### config.mk
export PLATFORM = sky130hd
export DESIGN_NAME = fsms_menu_flat
export DESIGN_NICKNAME = d
export VERILOG_FILES = /design/src/rtl/fsms_menu_pkg.sv /design/src/rtl/fsms_menu_if.sv /design/src/rtl/fsms_menu_addr_seq.sv /design/src/rtl/fsms_menu.sv /design/src/flat_wrapper.sv
export SDC_FILE = /design/constraint.sdc
export NUM_CORES = 1
export LEC_CHECK = 0
export CAP_MARGIN = 0
export CORE_ASPECT_RATIO = 1.25
export CORE_UTILIZATION = 25
export DETAILED_ROUTE_END_ITERATION = 12
export GPL_ROUTABILITY_DRIVEN = 0
export MAX_ROUTING_LAYER = met4
export SYNTH_ARGS = -nofsm -noshare
export SYNTH_HDL_FRONTEND = slang
export SYNTH_SLANG_ARGS = --single-unit
### constraint.sdc
create_clock -name CLK -period 1.6 [get_ports CLK]
set_input_delay 0.16 -clock CLK [delete_from_list [all_inputs] [get_ports CLK]]
set_output_delay 0.16 -clock CLK [all_outputs]
set_load 0.02 [all_outputs]
### src/rtl/fsms_menu_pkg.sv
// rtl/fsms_menu_pkg.sv - shared states, RTC address table and reset constants for fsms_menu
package fsms_menu_pkg;

  typedef enum logic [2:0] {INIT, READ, DECIDE, EDIT, WRITE} state_t;

  localparam int READ_LEN  = 10;
  localparam int WRITE_LEN = 9;
  localparam logic [6:0] PUNT_RST = 7'b0000001;

  localparam logic [6:0] ADDR_TABLE [10] = '{
    7'h21, 7'h22, 7'h23, 7'h24, 7'h25, 7'h26, 7'h41, 7'h42, 7'h43, 7'h44
  };

  function automatic logic [6:0] addr_at(input logic [3:0] idx);
    addr_at = (idx < 4'd10) ? ADDR_TABLE[idx] : 7'h00;
  endfunction

endpackage

### src/rtl/fsms_menu_if.sv
// rtl/fsms_menu_if.sv - button/IRQ inputs and RTC bus-control outputs of fsms_menu
interface fsms_menu_if;
  logic       IRQ, Barriba, Babajo, Bderecha, Bizquierda, Bcentro, FRW;
  logic       Acceso, Mod, Alarma, STW, Numup, Numdown;
  logic [6:0] Dir, Punt;

  modport master (
    output IRQ, Barriba, Babajo, Bderecha, Bizquierda, Bcentro, FRW,
    input  Acceso, Mod, Alarma, STW, Numup, Numdown, Dir, Punt
  );

  modport slave (
    input  IRQ, Barriba, Babajo, Bderecha, Bizquierda, Bcentro, FRW,
    output Acceso, Mod, Alarma, STW, Numup, Numdown, Dir, Punt
  );
endinterface

### src/rtl/fsms_menu_addr_seq.sv
// rtl/fsms_menu_addr_seq.sv - steps Dir through the RTC address table, ACC_CYC cycles per entry
module fsms_menu_addr_seq
  import fsms_menu_pkg::*;
#(
  parameter int ACC_CYC = 4
) (
  input  logic       CLK,
  input  logic       RST,
  input  logic       start,
  input  logic       mode,
  output logic [6:0] dir,
  output logic       valid,
  output logic       done
);
  localparam int CW = (ACC_CYC > 1) ? $clog2(ACC_CYC) : 1;

  logic [CW-1:0] cnt;
  logic [3:0]    idx;
  logic          wr;
  logic          hold_end, last_entry;

  assign hold_end   = (cnt == CW'(ACC_CYC - 1));
  assign last_entry = (idx == (wr ? 4'(WRITE_LEN - 1) : 4'(READ_LEN - 1)));
  assign done       = valid && hold_end && last_entry;

  // Dir keeps its last address after a sweep so DECIDE still shows 7'h44.
  always_ff @(posedge CLK) begin
    if (!RST) begin
      cnt   <= '0;
      idx   <= '0;
      wr    <= 1'b0;
      valid <= 1'b0;
      dir   <= 7'h00;
    end else if (start) begin
      cnt   <= '0;
      idx   <= '0;
      wr    <= mode;
      valid <= 1'b1;
      dir   <= addr_at(4'd0);
    end else if (valid) begin
      if (hold_end) begin
        cnt <= '0;
        if (last_entry) begin
          valid <= 1'b0;
        end else begin
          idx <= idx + 4'd1;
          dir <= addr_at(idx + 4'd1);
        end
      end else begin
        cnt <= cnt + CW'(1);
      end
    end
  end
endmodule

### src/rtl/fsms_menu.sv
// rtl/fsms_menu.sv - RTC menu/control FSM; FSMS_MENU_ALARM_TIMEOUT_EN enables Alarma auto-clear
module fsms_menu
  import fsms_menu_pkg::*;
#(
  parameter int ACC_CYC   = 4,
  parameter int ALARM_CYC = 1000
) (
  input  logic     CLK,
  input  logic     RST,
  fsms_menu_if.slave bus
);
`ifdef FSMS_MENU_ALARM_TIMEOUT_EN
  localparam bit TIMEOUT_EN = 1'b1;
`else
  localparam bit TIMEOUT_EN = 1'b0;
`endif
  localparam int AW = $clog2(ALARM_CYC + 1);

  state_t        state, next_state;
  logic          start, seq_mode, seq_done, seq_valid;
  logic [6:0]    seq_dir;
  logic [6:0]    punt, punt_n;
  logic          numup, numup_n, numdown, numdown_n;
  logic          alarma, alarm_n, irq_pend, pend_n, pend_eff;
  logic [AW-1:0] alarm_cnt;
  logic          alarm_expire;

  fsms_menu_addr_seq #(.ACC_CYC(ACC_CYC)) u_seq (
    .CLK(CLK), .RST(RST), .start(start), .mode(seq_mode),
    .dir(seq_dir), .valid(seq_valid), .done(seq_done)
  );

  assign pend_eff     = irq_pend || (bus.IRQ && state != INIT);
  assign alarm_expire = TIMEOUT_EN && alarma && (alarm_cnt == AW'(ALARM_CYC - 1));

  always_ff @(posedge CLK) begin
    if (!RST) begin
      state <= INIT;
    end else begin
      state <= next_state;
    end
  end

  always_comb begin
    next_state = state;
    start      = 1'b0;
    seq_mode   = 1'b0;
    punt_n     = punt;
    numup_n    = 1'b0;
    numdown_n  = 1'b0;
    alarm_n    = alarma && !alarm_expire;
    pend_n     = pend_eff;
    case (state)
      INIT: begin
        if (bus.FRW) begin
          next_state = READ;
          start      = 1'b1;
        end
      end
      READ: begin
        if (seq_done) next_state = DECIDE;
      end
      DECIDE: begin
        if (bus.Bcentro) begin
          next_state = EDIT;
          alarm_n    = 1'b0;
          pend_n     = 1'b0;
        end else begin
          if (pend_eff) begin
            alarm_n = 1'b1;
            pend_n  = 1'b0;
          end
          next_state = READ;
          start      = 1'b1;
        end
      end
      EDIT: begin
        // Up/down outranks the pointer arrows; opposing pairs cancel.
        if (bus.Bcentro) begin
          next_state = WRITE;
          start      = 1'b1;
          seq_mode   = 1'b1;
        end else if (bus.Barriba || bus.Babajo) begin
          numup_n   = bus.Barriba && !bus.Babajo;
          numdown_n = bus.Babajo && !bus.Barriba;
        end else if (bus.Bderecha && !bus.Bizquierda) begin
          punt_n = {punt[5:0], punt[6]};
        end else if (bus.Bizquierda && !bus.Bderecha) begin
          punt_n = {punt[0], punt[6:1]};
        end
      end
      WRITE: begin
        if (seq_done) begin
          next_state = READ;
          start      = 1'b1;
        end
      end
      default: next_state = INIT;
    endcase
  end

  always_ff @(posedge CLK) begin
    if (!RST) begin
      punt     <= PUNT_RST;
      numup    <= 1'b0;
      numdown  <= 1'b0;
      alarma   <= 1'b0;
      irq_pend <= 1'b0;
    end else begin
      punt     <= punt_n;
      numup    <= numup_n;
      numdown  <= numdown_n;
      alarma   <= alarm_n;
      irq_pend <= pend_n;
    end
  end

  always_ff @(posedge CLK) begin
    if (!RST || !alarma || alarm_expire) begin
      alarm_cnt <= '0;
    end else begin
      alarm_cnt <= alarm_cnt + AW'(1);
    end
  end

  assign bus.Acceso  = seq_valid;
  assign bus.Dir     = seq_dir;
  assign bus.Mod     = (state == EDIT);
  assign bus.STW     = (state == WRITE);
  assign bus.Punt    = punt;
  assign bus.Numup   = numup;
  assign bus.Numdown = numdown;
  assign bus.Alarma  = alarma;
endmodule

### src/flat_wrapper.sv
// flat-port wrapper written by rule: the top's interface ports become plain ports
module fsms_menu_flat import fsms_menu_pkg::*;
#(
  parameter int ACC_CYC   = 4,
  parameter int ALARM_CYC = 1000
)
  (CLK, RST, bus_IRQ, bus_Barriba, bus_Babajo, bus_Bderecha, bus_Bizquierda, bus_Bcentro, bus_FRW, bus_Acceso, bus_Mod, bus_Alarma, bus_STW, bus_Numup, bus_Numdown, bus_Dir, bus_Punt);
  fsms_menu_if bus_i ();
  input  logic CLK;
  input  logic RST;
  input wire logic [$bits(bus_i.IRQ)-1:0] bus_IRQ;
  input wire logic [$bits(bus_i.Barriba)-1:0] bus_Barriba;
  input wire logic [$bits(bus_i.Babajo)-1:0] bus_Babajo;
  input wire logic [$bits(bus_i.Bderecha)-1:0] bus_Bderecha;
  input wire logic [$bits(bus_i.Bizquierda)-1:0] bus_Bizquierda;
  input wire logic [$bits(bus_i.Bcentro)-1:0] bus_Bcentro;
  input wire logic [$bits(bus_i.FRW)-1:0] bus_FRW;
  output wire logic [$bits(bus_i.Acceso)-1:0] bus_Acceso;
  output wire logic [$bits(bus_i.Mod)-1:0] bus_Mod;
  output wire logic [$bits(bus_i.Alarma)-1:0] bus_Alarma;
  output wire logic [$bits(bus_i.STW)-1:0] bus_STW;
  output wire logic [$bits(bus_i.Numup)-1:0] bus_Numup;
  output wire logic [$bits(bus_i.Numdown)-1:0] bus_Numdown;
  output wire logic [$bits(bus_i.Dir)-1:0] bus_Dir;
  output wire logic [$bits(bus_i.Punt)-1:0] bus_Punt;
  assign bus_i.IRQ = bus_IRQ;
  assign bus_i.Barriba = bus_Barriba;
  assign bus_i.Babajo = bus_Babajo;
  assign bus_i.Bderecha = bus_Bderecha;
  assign bus_i.Bizquierda = bus_Bizquierda;
  assign bus_i.Bcentro = bus_Bcentro;
  assign bus_i.FRW = bus_FRW;
  assign bus_Acceso = bus_i.Acceso;
  assign bus_Mod = bus_i.Mod;
  assign bus_Alarma = bus_i.Alarma;
  assign bus_STW = bus_i.STW;
  assign bus_Numup = bus_i.Numup;
  assign bus_Numdown = bus_i.Numdown;
  assign bus_Dir = bus_i.Dir;
  assign bus_Punt = bus_i.Punt;
  fsms_menu #(.ACC_CYC(ACC_CYC), .ALARM_CYC(ALARM_CYC)) u_core (.CLK(CLK), .RST(RST), .bus(bus_i));
endmodule
# Word level (Yosys, flattened, before mapping)
# Memories as Yosys holds them, arrays and structs flattened.
# Cells that the tools add are included.
# totals
input_bits,9
elab_cells,90
memories,1
out_inout_bits,20
ramBits,0
latch_bits,0
reg_bits,29
romBits,112
# classes
multipliers,0
n_shift,0
n_lt_le_gt_ge,2
n_eq_ne,11
bitwise,6
reduce_logical,27
add_sub_neg,2
n_div,0
n_mux,29
# memory_table
name,depth,word_bits,read_ports,rd_ports_with_merged_regs,write_ports,line,text
(no name shown),16,7,1,0,0,fsms_menu_pkg.sv:15,addr_at = (idx < 4'd10) ? ADDR_TABLE[idx] : 7'h00;
# op_table
operator,n
2-to-1 mux 7 bit,5
2-to-1 mux 6 bit,4
case mux 3 bit (5 select lines),1
2-to-1 mux 1 bit,12
2-to-1 mux 3 bit,4
AND reduction 4 bit,2
nonzero test 2 bit,4
logical AND 1 bit,7
"equality test 3 x 2 -> 1 bit, second input constant",2
"inequality test 2 x 1 -> 1 bit, second input constant",3
AND reduction 3 bit,2
">= comparator 5 bit, second input constant",1
NOT 1 bit,5
NOT 4 -> 5 bit,1
"adder 4 x 1 -> 4 bit, second input constant",1
equality test 4 bit,1
zero test 1 bit,4
"less-than comparator 4 bit, second input constant",1
2-to-1 mux 2 bit,2
"inequality test 2 bit, second input constant",2
case mux 1 bit (4 select lines),1
OR reduction 2 bit,2
OR reduction 4 bit,1
"equality test 3 x 1 -> 1 bit, second input constant",1
7 further kinds,8

# Depth between registers and ports, before layout
# depth
ltp_word,10
mapped_depth,7
mapped_depth_nobuf,6

# By module
# Synthesis repeated with hierarchy kept, for this count alone.
# hier_totals
cells_unflattened,172
hier_area_um2,1537.7
# modules_own_cells
module,instances,cells_per_inst,seq_area_each_um2,area_per_inst_um2
fsms_menu_addr_seq,1,94,260.2,775.7
fsms_menu,1,78,280.3,762.0

# Worst setup path before layout
# No wires, ideal clock.
# synth_timing
path_type,reg2reg
from,register u_core.state[2]
to,register u_core.u_seq.dir[0]
path_stages_with_launch,5
setup_time_ns,0.074
arrival_time_ns,1.702
period_less_slack_ns,1.777
t_required_ns,1.526
path_buffers,0
setup_slack_ns,-0.177
path_cell_list,dfxtp_1 nor3b_1 nand4bb_4 and3_1 a31oi_1
# synth_between
elab_chain_len,4
elab_cells_between_ends,10
classes_between,eq/ne: 4; mux: 2; reduce/logical: 4
# synth_lines
item,line,text
start: declaration,fsms_menu.sv:19,"state_t state, next_state;"
start signal: assignment,fsms_menu.sv:40,state <= next_state;
equality test 3 bit *,n/a,
named net bus_STW,flat_wrapper.sv:21,output wire logic [$bits(bus_i.STW)-1:0] bus_STW;
case mux 1 bit (4 select lines) *,fsms_menu.sv:53,case (state)
inequality test 2 x 1 -> 1 bit (no line) or nonzero test 2 bit (tied branches),n/a,
AND reduction 3 bit (no line),n/a,
end signal: assignment,fsms_menu_addr_seq.sv:39,dir <= addr_at(4'd0);
end signal: assignment,fsms_menu_addr_seq.sv:47,dir <= addr_at(idx + 4'd1);
end: declaration,fsms_menu_addr_seq.sv:11,"output logic [6:0] dir,"
# Mark *: on every way through the listed nets, which the timed path passes. The rest lies on a longest branch.
# A chain may end at the register's enable or synchronous reset.

# Worst setup path in the final report
# layout_timing
from,register u_core.u_seq.idx[1]
to,register u_core.state[1]
# layout_between
elab_chain_len,4
elab_cells_between_ends,5
classes_between,eq/ne: 3; reduce/logical: 2
# layout_lines
item,line,text
start: declaration,fsms_menu_addr_seq.sv:18,logic [3:0] idx;
start signal: assignment,fsms_menu_addr_seq.sv:46,idx <= idx + 4'd1;
equality test 4 bit *,fsms_menu_addr_seq.sv:23,assign last_entry = (idx == (wr ? 4'(WRITE_LEN - 1) : 4'(READ_LEN - 1)));
logical AND 1 bit *,fsms_menu_addr_seq.sv:24,assign done = valid && hold_end && last_entry;
inequality test 2 x 1 -> 1 bit (no line),n/a,
AND reduction 4 bit (no line) *,n/a,
# Mark *: on every way between the ends. The rest lies on a longest branch, timed or not.

==> flow_results.org <==
** Synthesis
- By area the synthesized netlist is led by dfxtp_1 39%, mux2i_1 6.5%, nor2_1 4.1%.
- Post-Synthesis Mean Instance Area :: between 9 and 10 um^2
- Of the synthesized area, sequential elements account for roughly 39%.
- Synth Register Bits :: 27
- During synthesis, Yosys emitted a total of 0 warnings.
- Summed instance area of the synthesized netlist :: ~1400 um^2
- Number of distinct library cells after synthesis :: 45
- dfxtp_1 takes more of the synthesized area than any other cell.
- Async set-reset flop share out of synthesis :: 0%
- Number of synthesized flops with an enable pin :: 0
- Synthesis produced a netlist whose cell count is 151.
- Top-area cell type share of the netlist area :: roughly two fifths
- Synth Flop Type :: dfxtp_1

** STA
- On the final layout, the worst clock skew is ~0.0093 ns.
- RSZ-0062 raised after global routing :: true
- The worst path uses between 90% and 100% of the clock period.
- Setup total negative slack on the finished layout was measured at 0 ns.
- The worst path in the final design needs a cycle of between 1.5 and 2 ns, including I/O delays and setup.
- Final hold violation count :: 0
- Setup ws final :: 0.05523 ns
- Setup violations remaining at the end of the flow were counted as 0.
- The final-report max-slew violation count was 0.
- Fmax :: around 650 MHz
- Smallest hold slack :: between 0.4 and 0.5 ns

** Clock network
- In this run the number of H-tree levels came out at 1.
- CTS Root Cell :: clkbuf_8
- Number of clock sinks seen by CTS :: 27
- Clock edge transition at the registers on the reported setup and hold paths :: about 0.1 ns
- TritonCTS built the clock tree.
- Largest buffer count on any clock path :: 2
- For the worst-skew pair, the clock arrives at the later sink with an insertion delay of between 0.2 and 0.3 ns.
- Counting the buffers created by CTS gives 3.

** Setup path
- Data arrives at the worst endpoint at between 1.5 and 2 ns.
- Crit path launch type :: flip-flop
- Startpoint-to-endpoint class of the critical path :: flip-flop to flip-flop
- Worst-path fanout max :: 6
- STA classifies the critical path endpoint as a flip-flop.
- At the worst endpoint, the required time is approximately 1.8 ns.

** GRT
- Most congested layer reported by global routing :: met2
- The number of antenna violations at the first check in global routing is 0.
- First-pass GRT wire length :: ~5.3 mm
- Gr ovfl total :: 0
- Global routing used between 10% and 20% of the available tracks.
- M3 GR Usage :: under 10%
- In the global route stage, met2 resource usage came out at between 20% and 30%.
- Entering global routing, the biggest net connects 16 pins.
- Global routing used between 10% and 20% of the available met1 tracks.
- The via count of the first global-routing pass came to 1202.

** Layout
- Proportion of layout cells with a drive suffix above 1 :: 28.86%
- Post-layout nets :: around 220
- The finished cells cover between 1500 and 2000 um^2.
- Antenna fix cells :: 0
- Signed area change from the synthesized netlist to the final layout :: 42.97%

** Route
- Final ANT Viol Nets :: 0
- For this block, the initial DRC count from the detailed router was 72.
- Via density :: approximately 4.7
- Detailed-route wire length :: between 3 and 4 mm
- Via Count :: between 1000 and 1500
- Wire length per cell :: 11.44 um
- Length of the first detailed-routing pass in iterations :: 4
- DR DRC count :: 0

** Place
- Once placement finished, the instance area stood at about 1900 um^2.
- HPWL reported at the end of detailed placement :: ~2.3 mm
- Number of buffers inserted by port buffering :: 26
- Before CTS, the worst setup slack after placement is -0.3801 ns.

** Run status
- Run status :: finished clean

** Floorplan
- In this run the vertical extent of the chip is 85.33 um.
- 29 I/O pins were placed.
- Starting utilization of the core area :: about 26%
- Die ar. :: ~5900 um^2
- Placeable core region :: about 5400 um^2
- In this run the core area contains 30 standard-cell rows.
- Measured along the x axis, the die boundary spans between 60 and 70 um.

** Power and ir drop
- For this design the static power due to leakage is between 0.7 and 0.8 nW.
- Power per standard cell area :: between 600 and 700 nW/um^2
- Largest vdd supply drop :: just over 0.3 mV
- Overall power :: roughly 0.0013 W

** Run
- Max-cap violations in this run came to 0.

** Worst hold path
- Worst hold-check path type :: primary input to flip-flop
## final timing paths
path / from / end / slack [ns] / cells after the start
setup / recovery: u_core.u_seq.idx[1] / u_core.state[1] / 0.06 / 4
hold / removal: RST / u_core.bus.Punt[0] / 0.43 / 2
setup reg to reg: u_core.u_seq.idx[1] / u_core.state[1] / 0.06 / 4
hold reg to reg: u_core.u_seq.dir[1] / u_core.u_seq.dir[1] / 0.46 / 2
## cell families (layout without fill, tap and decap cells)
family,count (synthesis),in the layout,synth area share [%]
adder cells (fa/ha/maj),4,4,3.604
AO/OA/AOI/OAI,35,35,16.85
multiplexers,11,11,8.108
AND/OR/NAND/NOR,53,53,23.06
buffers and inverters,14,63,5.405
other,1,2,0.2700
XOR/XNOR,6,6,3.784
flip-flops,27,27,38.92
## layout make-up
class / count / area [um^2]
clock buffers: 3 / 41.29
flip-flops and latches: 27 / 550.5
repair buffers: 54 / 466.7
inverters: 5 / 18.77
fillers: 590 / 3420
multi-input cells: 111 / 823.3
well taps: 64 / 80.08
clock inverters: 1 / 5.005
## synthesized netlist by cell type, drive strengths merged (4+ instances only)
master  number
a31oi        5
ha           4
xnor2        4
buf          8
a211oi       7
dfxtp       27
a21oi        9
nor2        15
o21ai        5
nand2       10
mux2i        9
inv          5
nand4        4
## power by group
| part | switching [W] | internal (W) | total (W) |
|---|---|---|---|
| clock network | 0.000216 | 0.000174 | 0.000391 |
| logic | 0.0000934 | 0.000104 | 0.000197 |
| registers | 0.0000190 | 0.000692 | 0.000711 |
| total | 0.000329 | 0.000971 | 0.00130 |
## worst max-delay path, cell delays in order, from the launching register on
cell,delay [ns]
dfxtp_2,0.34
or3b_4,0.41
or3b_4,0.40
o21ba_1,0.19
nor4_2,0.11
## stage by stage
step | util [%] | instances
5_1_grt | 36.74 | 265
2_1_floorplan | - | 152
4_1_cts | 35.97 | 265
6_report | 36.74 | 265
3_5_place_dp | 34.72 | 259
3_3_place_gp | 34.72 | 259
## routing by layer
| layer | share of wire (%) | vias to the layer above |
|---|---|---|
| met2 | 51 | 18 |
| met1 | 44 | 582 |
| li1 | - | 641 |
| met4 | 0.43 | 0 |
| met3 | 4.1 | 2 |
| met5 | 0 | - |
## cells in the final DEF, fill, tap and decap left out, types with 3 or more instances in the layout
| cell | count |
|---|---|
| nand2_1 | 10 |
| a211oi_1 | 7 |
| dfxtp_2 | 5 |
| clkdlybuf4s50_1 | 22 |
| a31oi_1 | 3 |
| nor2_1 | 15 |
| inv_1 | 5 |
| nand4_1 | 3 |
| clkbuf_8 | 3 |
| mux2i_1 | 9 |
| a21oi_1 | 9 |
| nor2b_1 | 3 |
| dfxtp_1 | 21 |
| ha_1 | 3 |
| dlygate4sd2_1 | 4 |
| buf_4 | 26 |
## state kept, by name, indices dropped and copies added, names as in the netlist
name / flops
u_core.bus.Punt: 7
u_core.u_seq.dir: 5
u_core.u_seq.idx: 4
u_core.state: 3
u_core.u_seq.cnt: 2
u_core.bus.Alarma: 1
u_core.bus.Numdown: 1
u_core.bus.Numup: 1
u_core.irq_pend: 1
u_core.u_seq.valid: 1
u_core.u_seq.wr: 1
## what timing repair did
item,CTS,global route
setup endpoints to repair,11,8
hold buffers,0,0
gates resized for setup,8,14
pin swaps,4,5
buffers inserted,1,0
gates cloned,1,0
Note: power is estimated with default switching activity, not from simulation.
